--- src/rtl/game_sync_tx.sv ---
// UART 8N1 transmitter for the inter-board game link: repeats a READY byte while
// this board waits with PLAY clicked, and sends a 2-byte SCORE frame on GAME->SCORE.
module game_sync_tx #(
  parameter int          CLKS_PER_BIT  = 564,
  parameter int          REPEAT_CYCLES = 650000,
  parameter logic [7:0]  READY_BYTE    = 8'hA5,
  parameter logic [7:0]  SCORE_HDR     = 8'h5C
) (
  input  logic       pclk,
  input  logic       rst_d,
  input  logic [1:0] state,
  input  logic       local_ready,
  input  logic [7:0] score,
  output logic       tx,
  output logic       busy,
  output logic       frame_sent
);

  localparam logic [1:0] G_IDLE  = 2'b00;
  localparam logic [1:0] G_WAIT  = 2'b01;
  localparam logic [1:0] G_GAME  = 2'b10;
  localparam logic [1:0] G_SCORE = 2'b11;

  localparam logic [1:0] S_IDLE  = 2'b00;
  localparam logic [1:0] S_START = 2'b01;
  localparam logic [1:0] S_DATA  = 2'b10;
  localparam logic [1:0] S_STOP  = 2'b11;

  localparam int CW = (CLKS_PER_BIT  > 1) ? $clog2(CLKS_PER_BIT)  : 1;
  localparam int RW = (REPEAT_CYCLES > 1) ? $clog2(REPEAT_CYCLES) : 1;

  logic [1:0]    prev_state;
  logic [RW-1:0] rep_cnt;
  logic          ready_req;
  logic          score_req;
  logic [7:0]    score_lat;
  logic          pend_second;
  logic [7:0]    second_byte;

  logic [1:0]    ser_st;
  logic [CW-1:0] bit_cnt;
  logic [2:0]    bit_idx;
  logic [7:0]    shreg;
  logic          last_byte;

  logic          rc;
  logic          score_edge;
  logic          bit_end;
  logic          ser_free;
  logic          load_second;
  logic          load_score;
  logic          load_ready;
  logic          load;
  logic [7:0]    load_byte;

  assign rc          = (state == G_WAIT) && local_ready;
  assign score_edge  = (prev_state == G_GAME) && (state == G_SCORE);
  assign bit_end     = (bit_cnt == CW'(CLKS_PER_BIT - 1));
  // The serializer can accept a byte on the very edge its stop bit ends.
  assign ser_free    = (ser_st == S_IDLE) || ((ser_st == S_STOP) && bit_end);
  assign load_second = ser_free && pend_second;
  assign load_score  = ser_free && !pend_second && score_req;
  assign load_ready  = ser_free && !pend_second && !score_req && ready_req && rc;
  assign load        = load_second || load_score || load_ready;

  // NOTE: combinational blocks assign a default first so no path leaves a value held (no latch).
  always_comb begin
    load_byte = 8'h00;
    if (load_second)     load_byte = second_byte;
    else if (load_score) load_byte = SCORE_HDR;
    else if (load_ready) load_byte = READY_BYTE;
  end

  // NOTE: sequential state uses non-blocking assignments; reset is synchronous to pclk.
  always_ff @(posedge pclk) begin
    if (rst_d) begin
      prev_state  <= G_IDLE;
      rep_cnt     <= '0;
      ready_req   <= 1'b0;
      score_req   <= 1'b0;
      score_lat   <= 8'h00;
      pend_second <= 1'b0;
      second_byte <= 8'h00;
    end else begin
      prev_state <= state;

      if (!rc)                                   rep_cnt <= '0;
      else if (rep_cnt == RW'(REPEAT_CYCLES - 1)) rep_cnt <= '0;
      else                                       rep_cnt <= rep_cnt + RW'(1);

      // At most one READY pending; dropping rc cancels one that has not started.
      if (!rc)                   ready_req <= 1'b0;
      else if (rep_cnt == '0)    ready_req <= 1'b1;
      else if (load_ready)       ready_req <= 1'b0;

      if (score_edge) begin
        score_req <= 1'b1;
        score_lat <= score;
      end else if (load_score) begin
        score_req <= 1'b0;
      end

      // The second SCORE byte is captured with the header so later edges cannot corrupt it.
      if (load_score) begin
        pend_second <= 1'b1;
        second_byte <= score_lat;
      end else if (load_second) begin
        pend_second <= 1'b0;
      end
    end
  end

  always_ff @(posedge pclk) begin
    if (rst_d) begin
      ser_st    <= S_IDLE;
      tx        <= 1'b1;
      bit_cnt   <= '0;
      bit_idx   <= 3'd0;
      shreg     <= 8'h00;
      last_byte <= 1'b0;
    end else if (load) begin
      ser_st    <= S_START;
      tx        <= 1'b0;
      bit_cnt   <= '0;
      bit_idx   <= 3'd0;
      shreg     <= load_byte;
      last_byte <= load_second || load_ready;
    end else begin
      case (ser_st)
        S_START: begin
          if (bit_end) begin
            ser_st  <= S_DATA;
            bit_cnt <= '0;
            tx      <= shreg[0];
          end else begin
            bit_cnt <= bit_cnt + CW'(1);
          end
        end
        S_DATA: begin
          if (bit_end) begin
            bit_cnt <= '0;
            shreg   <= shreg >> 1;
            if (bit_idx == 3'd7) begin
              ser_st <= S_STOP;
              tx     <= 1'b1;
            end else begin
              bit_idx <= bit_idx + 3'd1;
              tx      <= shreg[1];
            end
          end else begin
            bit_cnt <= bit_cnt + CW'(1);
          end
        end
        S_STOP: begin
          if (bit_end) begin
            ser_st  <= S_IDLE;
            bit_cnt <= '0;
          end else begin
            bit_cnt <= bit_cnt + CW'(1);
          end
        end
        default: begin
          ser_st <= S_IDLE;
          tx     <= 1'b1;
        end
      endcase
    end
  end

  assign busy       = (ser_st != S_IDLE);
  assign frame_sent = (ser_st == S_STOP) && bit_end && last_byte;

endmodule

--- config.mk ---
export PLATFORM = sky130hd
export DESIGN_NAME = game_sync_tx
export DESIGN_NICKNAME = d
export VERILOG_FILES = /design/src/rtl/game_sync_tx.sv
export SDC_FILE = /design/constraint.sdc
export NUM_CORES = 1
export LEC_CHECK = 0
export ABC_AREA = 1
export BUFFER_PORTS_ARGS = -buffer_cell sky130_fd_sc_hd__buf_2
export CAP_MARGIN = 10
export CELL_PAD_IN_SITES_DETAIL_PLACEMENT = 0
export CELL_PAD_IN_SITES_GLOBAL_PLACEMENT = 1
export CORE_UTILIZATION = 24
export DETAILED_ROUTE_END_ITERATION = 6
export HOLD_SLACK_MARGIN = 0.02
export PLACE_DENSITY_LB_ADDON = 0.1
export SETUP_SLACK_MARGIN = 0.5
export SYNTH_ARGS = -nofsm -noshare
export SYNTH_HDL_FRONTEND = slang
export SYNTH_SLANG_ARGS = --single-unit
--- constraint.sdc ---
create_clock -name pclk -period 2.5 [get_ports pclk]
set_input_delay 0.25 -clock pclk [delete_from_list [all_inputs] [get_ports pclk]]
set_output_delay 0.25 -clock pclk [all_outputs]
set_load 0.01 [all_outputs]
---- After elaboration in Yosys (flattened, before gate mapping) ----
Cells that the tools add are included.
storage, ports and cells
  flip-flop bits (word level) ............. 66
  bits in latches ......................... 0
  bits in writable memories ............... 0
  ROM bits ................................ 0
  bits of input ports ..................... 13
  memories kept ........................... 0
cells by class
  $add $sub $neg .......................... 3
  multiply operators ...................... 0
  divide/modulo/power cells ............... 0
  order comparisons ....................... 0
  eq/ne operators ......................... 18
  shift operators ......................... 0
  muxes and demuxes ....................... 24
  bitwise logic cells ..................... 2
  reduce and logical (&&, ||, !) cells .... 33
operators by type and width
  kind                                           number
  two-way mux 8 bit                              6
  adder 20 x 1 -> 20 bit, second input constant  1
  == test 20 bit, second input constant          1
  zero test 20 bit                               1
  != test 3 bit, second input constant           4
  nonzero test 2 bit                             6
  two-way mux 1 bit                              11
  adder 10 x 1 -> 10 bit, second input constant  1
  == test 10 bit, second input constant          1
  logical AND 1 bit                              10
  two-way mux 10 bit                             1
  != test 2 bit, second input constant           5
  == test 2 bit, second input constant           4
  two-way mux 2 bit                              4
  AND reduction 4 bit                            2
  case mux 2 bit (3 select lines)                1
  AND reduction 3 bit                            2
  OR reduction 3 bit                             2
  == test 2 x 1 -> 1 bit, second input constant  2
  logical OR 1 bit                               4
  OR reduction 2 bit                             2
  adder 3 x 1 -> 3 bit, second input constant    1
  == test 3 bit, second input constant           1
  case mux 1 bit (3 select lines)                1
  other kinds (4)                                6

---- Logic depth before layout (Yosys ltp) ----
  word-level depth ........................ 11
  mapped depth ............................ 11

---- Worst setup path before layout ----
No wires, ideal clock.
  path type ............................... flip-flop to flip-flop
  start ................................... register ser_st[0]
  end ..................................... register bit_cnt[8]
  setup time .............................. 0.117 ns
  arrival ................................. 1.560 ns
  setup slack ............................. 0.824 ns
  stages on the path, launching flop included .. 10
  buffers on the path ..................... 1
  cells stage by stage .................... dfxtp_1 inv_1 ha_1 buf_2 inv_1 nand3_1 nor2_1 nand3_1 xor2_1 nor2_1
on the way
  longest elaborated chain between the ends .. 9
  elaborated cells on any way between the ends .. 16
  those cells by class .................... eq/ne: 3; reduce/logical: 13
ends and longest elaborated chain
  element                              RTL line  text
  start, declared                      40        logic [1:0] ser_st;
  start signal, assigned               115       ser_st <= S_IDLE;
  start signal, assigned               122       ser_st <= S_START;
  start signal, assigned               132       ser_st <= S_DATA;
  == test 2 bit                        60, 129
  logical AND 1 bit                    60        assign ser_free = (ser_st == S_IDLE) || ((ser_st == S_STOP) && bit_end);
  logical OR 1 bit                     60
  logical AND 1 bit                    62, 63
  logical AND 1 bit (3 in a row)       63        assign load_ready = ser_free && !pend_second && !score_req && ready_req && rc;
  logical OR 1 bit                     64        assign load = load_second || load_score || load_ready;
  OR reduction 2 bit (no source line)  -
  end signal, assigned                 136       bit_cnt <= bit_cnt + CW'(1);
  end signal, assigned                 151       bit_cnt <= bit_cnt + CW'(1);
  end signal, assigned                 159       bit_cnt <= bit_cnt + CW'(1);
  end, declared                        41        logic [CW-1:0] bit_cnt;
Several ways; a longest one is shown, not always the timed one.
A chain may end at the register's enable or synchronous reset.

---- Worst setup path in the final report ----
  start ................................... register bit_cnt[1]
  end ..................................... output frame_sent
on the way
  longest elaborated chain between the ends .. 3
ends and longest elaborated chain
  element                         RTL line  text
  == test 10 bit                  58        assign bit_end = (bit_cnt == CW'(CLKS_PER_BIT - 1));
  logical AND 1 bit (2 in a row)  171       assign frame_sent = (ser_st == S_STOP) && bit_end && last_byte;
  end, declared                   16        output logic frame_sent
No other way between the ends.

==> summary.txt <==
Routing
  • First drt pass iteration count: 4
  • Antenna Violating Nets Remaining: 0
  • Post-detailed-routing wire length: 6640 um
  • Routed wire per std cell: 10.80 um
  • Via count of the routed design: 2,530
  • Remaining routing DRC violations: 0
  • Drt first-iter violations: ~150
  • Vias/cell: ~4.1

Logic synthesis
  • Count of distinct cell types in the synthesized netlist: 39
  • Number of flops mapped to enable cells by yosys: 0
  • Post-Synthesis Net Count: ~440
  • Summed instance area of the synthesized netlist: about 0.0031 mm^2
  • Total of warnings raised by yosys: 0
  • Post-synth ARST share: 0%
  • Average size of a mapped cell: 7.343 um^2
  • Number of synthesized register bits: 66
  • Ys flop type: sky130_fd_sc_hd__dfxtp_1
  • Sequential cell area fraction in the yosys report: between 40% and 50%
  • Synthesized netlist cell count: 419

Pwr
  • Switching pwr: approximately 760 uW
  • Total power consumption of the routed design: 2.858 mW
  • Total leakage power: ~1.5 nW
  • Cell Pwr Density: between 700 and 800 mW/mm^2
  • Clock group share of total power: 45.2%
  • Gate power share: 14.7%
  • Internal power contribution: approximately 2.1 mW
  • Net switching share of the total power: a little over a quarter
  • Seq pwr share: 40.1%
  • Maximum resistive drop on vdd: 347.6 uV

Setup path
  • Sort of element at the end of the critical path: output port
  • Required @ worst endpoint: 2.25 ns
  • Slowest-stage cell, CP: sky130_fd_sc_hd__dfxtp_1
  • Largest stage delay on the critical path: between 0.3 and 0.4 ns
  • Maximum fanout along the worst path: 3
  • Worst EP arrival: between 1.5 and 2 ns
  • Critical path depth in cells: 6
  • Worst Reg2Reg Path Length in Cells: 8
  • Category of the critical setup timing path: flip-flop to output port
  • Worst Setup Start Kind: flip-flop
  • CP Buf/Inv Count: 1
  • Cells along the critical path: ha_1, nand2_1, nor2_1, nand4_2, nor2_2, buf_2
  • CP delay by family, top: simple AND/OR/NAND/NOR gates

GRT
  • Total track usage: 11.62%
  • First-pass GRT wire length: 11,610 um
  • Vias in the first global route: 2,398
  • Number of antenna violations at the first check in global routing: 0
  • Total congestion overflow: 0
  • Largest net degree at the start of global routing: 28

Floorplan
  • Area of the die: between 0.01 and 0.015 mm^2
  • Top Ports: 16
  • Vertical extent of the die: 115.2 um
  • Row cnt: 40
  • Placeable core area: 0.01226 mm^2
  • Starting utilization of the core area: 25.09%
  • Die width: ~120 um

Clock network
  • CTS tree: built
  • Num CTS Buffers: 9
  • Sink Count: 66
  • Worst-Skew Late Latency: 0.34 ns
  • Largest buffer count on any clock path: 2
  • Clock-pin slew of the registers on the worst-case setup and hold paths: around 0.050 ns
  • Quantity of hold-fixing buffers added after cts: 0
  • H-Tree Depth: 3
  • Root Buffer Master: sky130_fd_sc_hd__clkbuf_16

Timing
  • Shortest clock period the worst path allows after layout: 1.839 ns
  • Worst rel slew slack: approximately 67%
  • Part of the cycle the worst path needs: between 70% and 80%
  • Slew at the pin with the worst max-slew slack: 0.4982 ns
  • Clock tree skew after final layout: 0.005786 ns
  • Number of hold violations in the final report: 0
  • Finish-stage setup viols: 0
  • Post-route worst setup slack: between 0.6 and 0.7 ns
  • Max-slew violations: 0
  • Top achievable clock speed: 543.8 MHz
  • RSZ-0062 raised after global routing: yes
  • Total Negative Setup Slacks: 0 ns

Layout
  • Fraction of layout cells with a size suffix above 1: approximately 11%
  • Layout Area Growth over Synthesis: 20.25%
  • Net count, final: 464
  • Leading cell types in the layout, fill and taps excluded: 72 x sky130_fd_sc_hd__nand2_1, 71 x sky130_fd_sc_hd__nor2_1, 66 x sky130_fd_sc_hd__dfxtp_1
  • Commonest non-fill, non-tap cell in the layout: sky130_fd_sc_hd__nand2_1
  • Antenna cell count: 0

Placement
  • Number of buffers inserted by port buffering: 15
  • Post-Place Worst Slack: 0.4673 ns
  • Final HPWL from detailed placement: 4757 um
  • Placer congestion estimate: 0.7222

Status
  • Result of the run: complete, no violations

Worst hold path
  • Hold depth: 3
  • Worst hold path type: input port to flip-flop

Job
  • Max-cap violation count: 0
==> through the flow <==
| stage | util [%] | cell area [um^2] | hold slack [ns] | cells |
|---|---|---|---|---|
| after floorplan | - | 3077 | 0.3849 | 419 |
| after global placement | 27.32 | 3349 | 0.4345 | 598 |
| after detailed placement | 27.32 | 3349 | 0.4408 | 598 |
| after CTS | 29.88 | 3664 | 0.1180 | 614 |
| after global routing | 30.17 | 3700 | 0.1247 | 615 |
| final | 30.17 | 3700 | 0.1348 | 615 |
==> path summary, 6_finish.rpt <==
path / start / to / slack, ns
worst max register to register: bit_cnt[1] / second_byte[4] / 0.69
worst min-delay path: score[3] / score_lat[3] / 0.13
worst max-delay path: bit_cnt[1] / frame_sent / 0.66
worst min register to register: second_byte[5] / second_byte[5] / 0.45
==> tightest hold or removal path, cell delays in order <==
cell and delay [ns]:
sky130_fd_sc_hd__buf_2 0.07, sky130_fd_sc_hd__nor2_1 0.03, sky130_fd_sc_hd__nor2_1 0.08
==> layout make-up <==
type | count | area, um^2
inverters | 58 | 217.7
clock inverters | 4 | 50.05
repair buffers | 20 | 125.1
clock buffers | 12 | 256.5
multi-input cells | 287 | 1519
well taps | 168 | 210.2
flip-flops and latches | 66 | 1321
fillers | 1368 | 8562
==> timing repair <==
| item | CTS | global route |
|---|---|---|
| pin swaps | 0 | 2 |
| gates resized for setup | 1 | 4 |
| endpoints found under the hold margin | 0 | 0 |
| buffers inserted | 0 | 1 |
| setup endpoints to repair | 2 | 16 |
==> flip-flops by register name, summed over array words and instances, names as in the netlist, 2 cells and up <==
| name | count |
|---|---|
| second_byte | 8 |
| score_lat | 8 |
| prev_state | 2 |
| bit_cnt | 10 |
| shreg | 8 |
| ser_st | 2 |
| rep_cnt | 20 |
| bit_idx | 3 |
==> Yosys cell counts, drive strengths merged, types with 2 or more instances <==
master	n	area, um^2
dfxtp	66	1321
clkbuf	3	11.26
nand4	5	37.53
ha	9	112.6
o21ai	26	130.1
nand3b	4	30.03
nor3	7	40.04
a21oi	28	140.1
inv	57	214.0
buf	5	31.28
nor4	4	40.04
a21o	2	15.01
xnor2	4	35.03
nor2	77	306.5
o21a	2	15.01
xor2	9	78.83
nand2	75	291.5
nand3	26	140.1
==> routing by layer <==
| layer | part of all wire, % | up-vias | global-route usage, % |
|---|---|---|---|
| met2 | 41 | 29 | 16.59 |
| met1 | 54 | 1100 | 15.32 |
| met5 | 0 | - | 0 |
| met4 | 1.5 | 0 | 4.675 |
| met3 | 4.2 | 7 | 4.955 |
| li1 | - | 1394 | - |
==> power by group through the flow <==
| stage | logic (mW) | clock network, mW | registers (mW) |
|---|---|---|---|
| after floorplan | 0.319 | 0 | 1.16 |
| after detailed placement | 0.411 | 0 | 1.17 |
| final | 0.419 | 1.29 | 1.15 |
| after global routing | 0.488 | 1.40 | 1.15 |
| after CTS | 0.418 | 1.35 | 1.15 |
| after global placement | 0.412 | 0 | 1.17 |
==> cell families after synthesis <==
| group | Yosys count | share of synthesized area [%] |
|---|---|---|
| buffers and inverters | 66 | 8.458 |
| XOR/XNOR | 13 | 3.701 |
| flip-flops | 66 | 42.94 |
| AO/OA/AOI/OAI | 64 | 11.67 |
| AND/OR/NAND/NOR | 200 | 29.24 |
| multiplexers | 1 | 0.3253 |
| adder cells (fa/ha/maj) | 9 | 3.660 |
(Power assumes the default switching activity.)
